### config.mk
export PLATFORM = sky130hd
export DESIGN_NAME = mips_instr_encoder
export DESIGN_NICKNAME = d
export VERILOG_FILES = /design/src/rtl/mips_isa_pkg.sv /design/src/rtl/sync_fifo.sv /design/src/rtl/mips_instr_encoder.sv
export SDC_FILE = /design/constraint.sdc
export NUM_CORES = 1
export LEC_CHECK = 0
export BUFFER_PORTS_ARGS = -buffer_cell sky130_fd_sc_hd__buf_2
export CAP_MARGIN = 0
export CORE_MARGIN = 2
export CORE_UTILIZATION = 40
export DETAILED_ROUTE_END_ITERATION = 10
export PLACE_DENSITY = 0.71
export SETUP_SLACK_MARGIN = 0.15
export SLEW_MARGIN = 0
export SYNTH_ARGS = -nofsm -noshare
export SYNTH_HDL_FRONTEND = slang
export SYNTH_SLANG_ARGS = --single-unit
### constraint.sdc
create_clock -name clk -period 3.3 [get_ports clk]
set_input_delay 0.33 -clock clk [delete_from_list [all_inputs] [get_ports clk]]
set_output_delay 0.33 -clock clk [all_outputs]
set_load 0.005 [all_outputs]
### src/rtl/mips_isa_pkg.sv
// MIPS ISA constants shared by the instruction encoder and decoder:
// opcodes, function codes, format encoding and instruction field positions.
package mips_isa_pkg;

    localparam logic [5:0] OP_RTYPE = 6'h00;
    localparam logic [5:0] OP_J     = 6'h02;
    localparam logic [5:0] OP_JAL   = 6'h03;
    localparam logic [5:0] OP_BEQ   = 6'h04;
    localparam logic [5:0] OP_ADDI  = 6'h08;
    localparam logic [5:0] OP_LW    = 6'h23;
    localparam logic [5:0] OP_SW    = 6'h2B;

    localparam logic [5:0] FN_SLL   = 6'h00;
    localparam logic [5:0] FN_JR    = 6'h08;
    localparam logic [5:0] FN_ADDU  = 6'h21;

    typedef enum logic [1:0] {
        FMT_R   = 2'd0,
        FMT_I   = 2'd1,
        FMT_J   = 2'd2,
        FMT_BAD = 2'd3
    } fmt_e;

    localparam int OP_LSB     = 26;
    localparam int RS_LSB     = 21;
    localparam int RT_LSB     = 16;
    localparam int RD_LSB     = 11;
    localparam int SHAMT_LSB  = 6;
    localparam int FUNCT_LSB  = 0;
    localparam int IMM_LSB    = 0;
    localparam int TARGET_LSB = 0;

    // The I format owns every opcode that is not R-type or a jump.
    function automatic logic fmt_legal(input fmt_e fmt, input logic [5:0] op);
        logic is_jump;
        is_jump = (op == OP_J) || (op == OP_JAL);
        case (fmt)
            FMT_R:   fmt_legal = (op == OP_RTYPE);
            FMT_I:   fmt_legal = (op != OP_RTYPE) && !is_jump;
            FMT_J:   fmt_legal = is_jump;
            default: fmt_legal = 1'b0;
        endcase
    endfunction

endpackage

### src/rtl/sync_fifo.sv
// Generic synchronous FIFO; write and read in the same clock domain.
// Latency: a push is visible at the head one edge later; push/pop may coincide.
// Backpressure: full_o blocks pushes; pushes when full and pops when empty are ignored.
module sync_fifo #(
    parameter int DEPTH = 4,
    parameter int WIDTH = 8
) (
    input  logic                         clk,
    input  logic                         reset,
    input  logic                         push_i,
    input  logic [WIDTH-1:0]             push_dat_i,
    input  logic                         pop_i,
    output logic [WIDTH-1:0]             pop_dat_o,
    output logic                         full_o,
    output logic                         empty_o,
    output logic [$clog2(DEPTH+1)-1:0]   count_o
);
    localparam int PTR_W = $clog2(DEPTH);
    localparam int CNT_W = $clog2(DEPTH + 1);

    logic [WIDTH-1:0] mem_q [DEPTH];
    logic [PTR_W-1:0] wr_ptr_q, rd_ptr_q;
    logic [CNT_W-1:0] count_q, count_d;
    logic             do_push, do_pop;

    assign full_o  = (count_q == CNT_W'(DEPTH));
    assign empty_o = (count_q == '0);
    assign do_push = push_i && !full_o;
    assign do_pop  = pop_i && !empty_o;

    always_comb begin
        count_d = count_q;
        case ({do_push, do_pop})
            2'b10:   count_d = count_q + CNT_W'(1);
            2'b01:   count_d = count_q - CNT_W'(1);
            default: count_d = count_q;
        endcase
    end

    // Storage carries no reset; only the pointers and count define validity.
    always_ff @(posedge clk) begin
        if (do_push) mem_q[wr_ptr_q] <= push_dat_i;
    end

    always_ff @(posedge clk or posedge reset) begin
        if (reset) begin
            wr_ptr_q <= '0;
            rd_ptr_q <= '0;
            count_q  <= '0;
        end else begin
            if (do_push) wr_ptr_q <= wr_ptr_q + PTR_W'(1);
            if (do_pop)  rd_ptr_q <= rd_ptr_q + PTR_W'(1);
            count_q <= count_d;
        end
    end

    assign pop_dat_o = mem_q[rd_ptr_q];
    assign count_o   = count_q;

endmodule

### src/rtl/mips_instr_encoder.sv
// Packs decoded R/I/J fields into 32-bit MIPS words tagged with sequential imem addresses.
// Latency: one edge from accept to out_*; no bypass. Illegal bundles are consumed, not queued.
// Backpressure: in_ready = !full only; out_valid/out_ready pops the FIFO head.
module mips_instr_encoder
    import mips_isa_pkg::*;
#(
    parameter int DEPTH     = 4,
    parameter int ADDR_W    = 8,
    parameter int BASE_ADDR = 0
) (
    input  logic                         clk,
    input  logic                         reset,
    input  logic                         in_valid,
    output logic                         in_ready,
    input  logic [1:0]                   fmt,
    input  logic [5:0]                   op,
    input  logic [4:0]                   rs,
    input  logic [4:0]                   rt,
    input  logic [4:0]                   rd,
    input  logic [4:0]                   shamt,
    input  logic [5:0]                   funct,
    input  logic [15:0]                  imm,
    input  logic [25:0]                  target,
    input  logic                         err_clr,
    output logic                         out_valid,
    input  logic                         out_ready,
    output logic [31:0]                  out_instr,
    output logic [ADDR_W-1:0]            out_addr,
    output logic [$clog2(DEPTH+1)-1:0]   count,
    output logic                         err
);
    localparam int WIDTH = 32 + ADDR_W;

    logic [31:0]       instr_w;
    logic              legal;
    logic              accept;
    logic              push;
    logic              full, empty;
    logic [WIDTH-1:0]  head;
    logic [ADDR_W-1:0] addr_q, addr_d;
    logic              err_q, err_d;

    always_comb begin
        instr_w = '0;
        legal   = fmt_legal(fmt_e'(fmt), op);
        case (fmt_e'(fmt))
            FMT_R: begin
                instr_w[RS_LSB    +: 5] = rs;
                instr_w[RT_LSB    +: 5] = rt;
                instr_w[RD_LSB    +: 5] = rd;
                instr_w[SHAMT_LSB +: 5] = shamt;
                instr_w[FUNCT_LSB +: 6] = funct;
            end
            FMT_I: begin
                instr_w[OP_LSB  +: 6]  = op;
                instr_w[RS_LSB  +: 5]  = rs;
                instr_w[RT_LSB  +: 5]  = rt;
                instr_w[IMM_LSB +: 16] = imm;
            end
            FMT_J: begin
                instr_w[OP_LSB     +: 6]  = op;
                instr_w[TARGET_LSB +: 26] = target;
            end
            default: instr_w = '0;
        endcase
    end

    assign in_ready = !full;
    assign accept   = in_valid && in_ready;
    assign push     = accept && legal;

    // A fresh illegal accept outranks a same-cycle clear so no error is lost.
    always_comb begin
        addr_d = push ? addr_q + ADDR_W'(1) : addr_q;
        err_d  = err_q;
        if (accept && !legal) err_d = 1'b1;
        else if (err_clr)     err_d = 1'b0;
    end

    always_ff @(posedge clk or posedge reset) begin
        if (reset) begin
            addr_q <= ADDR_W'(BASE_ADDR);
            err_q  <= 1'b0;
        end else begin
            addr_q <= addr_d;
            err_q  <= err_d;
        end
    end

    sync_fifo #(
        .DEPTH (DEPTH),
        .WIDTH (WIDTH)
    ) u_fifo (
        .clk        (clk),
        .reset      (reset),
        .push_i     (push),
        .push_dat_i ({instr_w, addr_q}),
        .pop_i      (out_ready),
        .pop_dat_o  (head),
        .full_o     (full),
        .empty_o    (empty),
        .count_o    (count)
    );

    assign out_valid = !empty;
    assign out_instr = empty ? '0 : head[WIDTH-1:ADDR_W];
    assign out_addr  = empty ? '0 : head[ADDR_W-1:0];
    assign err       = err_q;

endmodule

==> results of run 1 <==
==> cell type report <==
type                       count  area, sq um  area share, %
sequential                   176         5207          58.29
antenna                        1        2.502        0.02801
multi-input combinational    200         2078          23.26
timing repair buffer         143        773.2          8.655
clock buffer                  20        436.7          4.888
inverter                      11        41.29         0.4622
tap                          229        286.5          3.207
clock inverter                12        107.6          1.204
==> registers in the layout, summed over array words and instances (netlist names) <==
signal,flops
u_fifo.mem_q,160
addr_q,8
u_fifo.count_o,3
u_fifo.rd_ptr_q,2
u_fifo.wr_ptr_q,2
err,1
==> routing by layer <==
| metal | GRT usage [%] | vias to the layer above | share of wire (%) |
|---|---|---|---|
| met2 | 27.75 | 115 | 51 |
| met3 | 4.857 | 21 | 5.5 |
| met4 | 5.105 | 0 | 1.7 |
| li1 | - | 1903 | - |
| met5 | 0 | - | 0 |
| met1 | 19.71 | 2148 | 42 |
==> critical path, cell delays in order (launching register included) <==
cell and delay (ps):
sky130_fd_sc_hd__dfrtp_1 430, sky130_fd_sc_hd__or3b_2 550, sky130_fd_sc_hd__nand2_1 260, sky130_fd_sc_hd__a21oi_4 110, sky130_fd_sc_hd__inv_1 90, sky130_fd_sc_hd__ha_1 180
sky130_fd_sc_hd__inv_1 60, sky130_fd_sc_hd__fa_1 370, sky130_fd_sc_hd__xor2_1 150, sky130_fd_sc_hd__nor2_1 120, sky130_fd_sc_hd__xor2_1 190
==> cell families (layout without fill, tap and decap cells) <==
logic type               Yosys count  after routing  share of synthesized area, %
AND/OR/NAND/NOR                   97             97                         7.241
multiplexers                      43             43                         12.60
buffers and inverters             38            186                         2.498
XOR/XNOR                          13             13                         1.525
adder cells (fa/ha/maj)           11             11                         1.944
other                              0              1                             0
AO/OA/AOI/OAI                     36             36                         4.459
flip-flops                       176            176                         69.73
==> power breakdown <==
| part | switching [W] | leakage, nW | total, W | internal, W |
|---|---|---|---|---|
| Sequential | 0.000234 | 1.65 | 0.00287 | 0.00263 |
| Clock | 0.000811 | 0.261 | 0.00185 | 0.00104 |
| Combinational | 0.000818 | 1.39 | 0.00185 | 0.00103 |
| Total | 0.00186 | 3.30 | 0.00657 | 0.00471 |
==> synth_stat cells, types with 3 or more instances <==
master	count
sky130_fd_sc_hd__ha_1	10
sky130_fd_sc_hd__and2_1	50
sky130_fd_sc_hd__nand2_1	4
sky130_fd_sc_hd__buf_2	4
sky130_fd_sc_hd__xor2_1	9
sky130_fd_sc_hd__nand3_1	3
sky130_fd_sc_hd__dfrtp_1	16
sky130_fd_sc_hd__nor2_1	27
sky130_fd_sc_hd__a222oi_1	16
sky130_fd_sc_hd__inv_1	11
sky130_fd_sc_hd__mux4_2	40
sky130_fd_sc_hd__clkbuf_1	14
sky130_fd_sc_hd__nand4_1	3
sky130_fd_sc_hd__a21oi_1	3
sky130_fd_sc_hd__buf_1	4
sky130_fd_sc_hd__xnor2_1	4
sky130_fd_sc_hd__a22oi_1	10
sky130_fd_sc_hd__edfxtp_1	160
==> final timing paths <==
check | depth (start not counted) | from | to
worst max-delay path | 10 | u_fifo.count_o[0] | u_fifo.count_o[2]
worst min-delay path | 2 | err_clr | err
worst max register to register | 10 | u_fifo.count_o[0] | u_fifo.count_o[2]
worst min register to register | 2 | err | err
max in group asynchronous | 3 | reset | u_fifo.rd_ptr_q[1]
min in group asynchronous | 3 | reset | addr_q[5]
==> timing repair <==
item                                   CTS  global route
buffers inserted                         0             0
hold buffers                             1             0
endpoints found under the hold margin   14             0
==> metrics by stage <==
stage	area, sq um	total power, W
3_3_place_gp	8377	0.004765
3_5_place_dp	8377	0.004804
4_1_cts	8931	0.006671
2_1_floorplan	7465	0.004038
6_report	8934	0.006568
5_1_grt	8931	0.006915
==> run summary, run 1 <==
====================================================================================================
Layout overhead on the synthesized area                                                       19.68%
Most used flip-flop cell after synthesis                                                sky130_fd_sc_hd__edfxtp_1
Required @ worst endpoint                                                                    3630 ps
Clk sinks                                                                                        176
Class of the tightest hold or removal check                                             primary input to flip-flop
Area enclosed by the die boundary                                                       0.01977 sq mm
Post-Route Skew                                                                             9.053 ps
Total global routing overflow                                                                      0
Area share of the leading cell type in the synthesized netlist                                64.36%
Post-synthesis instance area                                                            0.007465 sq mm
Warnings from Yosys                                                                                0
RSZ-0062 raised after global routing                                                              no
Cell types with the largest area share after synthesis                                  sky130_fd_sc_hd__edfxtp_1 (64%), sky130_fd_sc_hd__mux4_2 (12%), sky130_fd_sc_hd__dfrtp_1 (5.4%)
Initial antenna violation count                                                                    1
Final std cells w/o fill                                                                         792
Clock period minus final worst setup slack                                                   2609 ps
GRT Resource Usage Total                                                                      16.14%
H-tree depth reported by CTS                                                                       4
Slew at the pin with the worst max-slew slack                                               868.2 ps
Gate count of the mapped netlist                                                                 414
Number of max-cap violations                                                                       0
Worst-path maximum fanout                                                                          9
Hold Vio Cnt, Final                                                                                0
Final critical-path share of the clock period                                                 79.06%
Setup slack at placement                                                                    377.1 ps
Via density per instance                                                                       5.287
Final core area utilization                                                                   49.23%
Kind of start point of the critical path                                                   flip-flop
Insertion delay to the later sink of the worst-skew pair                                      420 ps
Leading cell type in the layout, fill and taps excluded                                 sky130_fd_sc_hd__edfxtp_1
Wire length per cell after detailed routing                                                 19.48 um
Vias in the first global route                                                                  4406
Worst rel slew slack                                                                          42.12%
Starting density of the core                                                                  41.13%
Max-slew violation total from the final report                                                     0
Power per cell area                                                                     735.2 mW/mm^2
Total of buffers placed on input and output ports                                                126
Total clock buffers created by CTS                                                                17
Commonest cells after routing, fill and taps aside                                      sky130_fd_sc_hd__edfxtp_1 (160), sky130_fd_sc_hd__buf_2 (126), sky130_fd_sc_hd__and2_1 (46)
Number of synthesized register bits                                                              176
Maximum clock frequency                                                                   0.3833 GHz
# setup viols final                                                                                0
Placer's final routability congestion estimate                                                0.7716
DRC violations left                                                                                0
Clock tree from TritonCTS                                                                      built
Part of the Yosys area used for sequential elements                                           69.73%
Register-to-register path setup slack                                                         690 ps
Core region area                                                                        0.01815 sq mm
Worst endpoint data arrival time                                                             2940 ps
Final-layout setup total negative slack                                                         0 ps
Leakage Power                                                                               3.304 nW
Minimum setup slack in the final design                                                     691.1 ps
Class of the most critical setup path                                                   flip-flop to flip-flop
Floorplan die height                                                                        140.6 um
Filler Cells Inserted                                                                           1513
Synthesized netlist net count                                                                    506
Distinct cells, synth                                                                             40
Post-layout nets                                                                                 641
Number of synthesized flops with an enable pin                                                   160
Worst voltage drop across the vdd grid                                                     0.5376 mV
Detailed Place HPWL                                                                         10300 um
Top Ports                                                                                        127
Final Hold Slack                                                                            121.4 ps
First-pass GRT wire length                                                                  23920 um
Drt first-iter violations                                                                        293
Max Root-Sink Buffers                                                                              2
Antenna Nets Post-Route                                                                            0
Total wire length                                                                           15430 um
Maximum number of pins on one net before global-route repair                                      42
Mapped Avg Cell Area                                                                     18.03 sq um
Capturing element type of the critical path                                                flip-flop
Fraction of registers with async set or reset after synthesis                                 9.091%
DRT Pass-1 Iters                                                                                   4
Cell chosen for the clock root                                                          sky130_fd_sc_hd__clkbuf_16
Cell accounting for the most synthesized area                                           sky130_fd_sc_hd__edfxtp_1
Result of the run                                                                          completed
Via count                                                                                       4187
Proportion of layout cells with a drive suffix above 1                                        39.50%
Clock-pin slew reported for the worst setup and hold paths after clock tree synthesis          60 ps
Die Wd                                                                                      140.6 um
Cell row count                                                                                    49
CTS resizes                                                                                        0
Total instance count after detailed placement                                                    758
====================================================================================================
(Power assumes the default switching activity.)
==> run 2, diff against run 1 <==
==> constraint.sdc (replaced) <==
create_clock -name clk -period 2.5 [get_ports clk]
set_input_delay 0.25 -clock clk [delete_from_list [all_inputs] [get_ports clk]]
set_output_delay 0.25 -clock clk [all_outputs]
set_load 0.005 [all_outputs]
==> run summary, run 2 (synthesis results as in run 1) <==
====================================================================================================
Slew at the pin with the worst max-slew slack                                               626.4 ps
Result of the run                                                                          completed
Stage delay of the slowest cell on the critical path                                          450 ps
Leading cell type in the layout, fill and taps excluded                                 sky130_fd_sc_hd__edfxtp_1
GRT Resource Usage Total                                                                      16.58%
Via count                                                                                       4225
DRT Pass-1 Iters                                                                                   4
Wire length per cell after detailed routing                                                 19.82 um
Clock-pin slew reported for the worst setup and hold paths after clock tree synthesis          60 ps
Worst voltage drop across the vdd grid                                                     0.5606 mV
Starting density of the core                                                                  41.13%
Total wire length                                                                           15800 um
Total power draw                                                                          0.009239 W
Dominant cell type by count on the critical path                                        sky130_fd_sc_hd__xor2_1
Floorplan die height                                                                        140.6 um
Final critical-path share of the clock period                                                 89.34%
RSZ-0062 raised after global routing                                                              no
Vias in the first global route                                                                  4613
# setup viols final                                                                                0
Kind of cell adding the most delay to the critical path                                 simple AND/OR/NAND/NOR gates
Total of buffers placed on input and output ports                                                126
Cells along the critical path                                                           or3b_4, nand2_2, a21oi_4, inv_1, ha_2, inv_2, fa_2, xor2_1, nor2_1, xor2_1
Class of the most critical setup path                                                   flip-flop to flip-flop
Layout overhead on the synthesized area                                                       24.12%
Max-slew violation total from the final report                                                     0
Hold path cells                                                                                    3
Total global routing overflow                                                                      0
Worst endpoint data arrival time                                                             2580 ps
Launch point of the worst reg-to-reg path                                               u_fifo.count_o[0]
DRC violations left                                                                                0
Total clock buffers created by CTS                                                                17
Register-to-register path setup slack                                                         270 ps
Area enclosed by the die boundary                                                       0.01977 sq mm
Die Wd                                                                                      140.6 um
Standard cell with the maximum stage delay on the critical path                         sky130_fd_sc_hd__or3b_4
Top Ports                                                                                        127
Buffers and inverters on the worst path                                                            2
Worst rel slew slack                                                                          58.20%
Commonest cells after routing, fill and taps aside                                      sky130_fd_sc_hd__edfxtp_1 (160), sky130_fd_sc_hd__buf_2 (126), sky130_fd_sc_hd__and2_1 (46)
Detailed Place HPWL                                                                         10610 um
Insertion delay to the later sink of the worst-skew pair                                      420 ps
Maximum clock frequency                                                                   0.4477 GHz
Cell row count                                                                                    49
Hold path endpoint                                                                      u_fifo.rd_ptr_q[0]
Largest Register                                                                        u_fifo.mem_q
Kind of start point of the critical path                                                   flip-flop
Number of max-cap violations                                                                       0
Number of buffers added for setup after CTS                                                        0
Final-layout setup total negative slack                                                         0 ps
Clock tree from TritonCTS                                                                      built
Proportion of layout cells with a drive suffix above 1                                        42.08%
Drt first-iter violations                                                                        351
Worst flop-to-flop path endpoint                                                        u_fifo.count_o[2]
Number of flip-flops under the largest register name                                             160
Max Root-Sink Buffers                                                                              2
Clock period minus final worst setup slack                                                   2234 ps
First-pass GRT wire length                                                                  24740 um
Leakage Power                                                                               3.415 nW
Worst-path maximum fanout                                                                          5
Initial antenna violation count                                                                    0
H-tree depth reported by CTS                                                                       4
Cell chosen for the clock root                                                          sky130_fd_sc_hd__clkbuf_16
Hold Vio Cnt, Final                                                                                0
Start point of the worst min-delay path                                                    out_ready
Placer's final routability congestion estimate                                                0.7916
Post-layout nets                                                                                 647
Class of the tightest hold or removal check                                             primary input to flip-flop
Count of inserted antenna diode cells                                                              0
Maximum number of pins on one net before global-route repair                                      42
Filler Cells Inserted                                                                           1474
Post-Route Skew                                                                             5.047 ps
Required @ worst endpoint                                                                    2840 ps
Core region area                                                                        0.01815 sq mm
Worst Reg2Reg Path Length in Cells                                                                10
Power per cell area                                                                     997.2 mW/mm^2
Clk sinks                                                                                        176
Via density per instance                                                                       5.301
Antenna Nets Post-Route                                                                            0
Capturing element type of the critical path                                                flip-flop
====================================================================================================
-- run 2: cell types whose count changed in the layout (fill, tap and decap cells not counted), sizes merged, moves of 2 or more --
cell / delta
clkinvlp: +2
buf: +5
bufinv: +5
inv: -4
clkbuf: -3
-- run 2: per-layer routing --
layer | vias up | track usage (%) | wire, um
li1 | 1918 | - | -
met1 | 2141 | 20.77 | 6691
met2 | 143 | 27.68 | 7949
met3 | 23 | 4.178 | 840
met4 | 0 | 7.000 | 312
met5 | - | 0 | 0
-- run 2: power breakdown --
part	total, W	leakage [nW]	internal (W)	switching [W]
registers	0.00370	1.66	0.00348	0.000219
logic	0.00262	1.45	0.00143	0.00119
clock network	0.00291	0.314	0.00187	0.00105
-- run 2: worst max-delay path by stage --
stage                  startpoint                 to  slack [ps]  cells after the start
2_1_floorplan              fmt[1]  u_fifo.count_o[2]          60                     14
3_3_place_gp               fmt[1]  u_fifo.count_o[2]         100                     13
3_5_place_dp               fmt[1]  u_fifo.count_o[2]          60                     13
4_1_cts        u_fifo.rd_ptr_q[1]      out_instr[17]         220                      4
5_1_grt         u_fifo.count_o[0]  u_fifo.count_o[2]         160                     10
6_report        u_fifo.count_o[0]  u_fifo.count_o[2]         270                     10
-- run 2: timing repair --
| item | 4_1_cts | 5_1_grt |
|---|---|---|
| setup endpoints to repair | 2 | 1 |
| endpoints found under the hold margin | 17 | 0 |
| resized for setup | 2 | 1 |
| hold buffers | 2 | 0 |
-- run 2: final cells by class --
cell class	count	area, sq um	share of cell area (%)
clock buffer	17	425.4	4.591
tap	229	286.5	3.093
timing repair buffer	149	937.1	10.11
clock inverter	15	241.5	2.606
multi-input combinational	200	2106	22.73
inverter	11	58.81	0.6347
sequential	176	5210	56.23
-- run 2: metrics by stage --
step           cell area (sq um)  worst slack, ps  util, %  hold WS, ps  instances
2_1_floorplan               7512            60.39        -        163.7        414
3_3_place_gp                8569            97.37    47.22        357.6        763
3_5_place_dp                8569            62.68    47.22        371.7        763
4_1_cts                     9263            223.4    51.04        199.9        797
5_1_grt                     9265            160.3    51.05        216.8        797
6_report                    9265            266.4    51.05        213.2        797
-- run 2: tightest hold or removal path, delay by kind of cell --
family,cells,cell delay [ps]
buf+inv,1,80
simple gates,1,190
xor+xnor,1,80
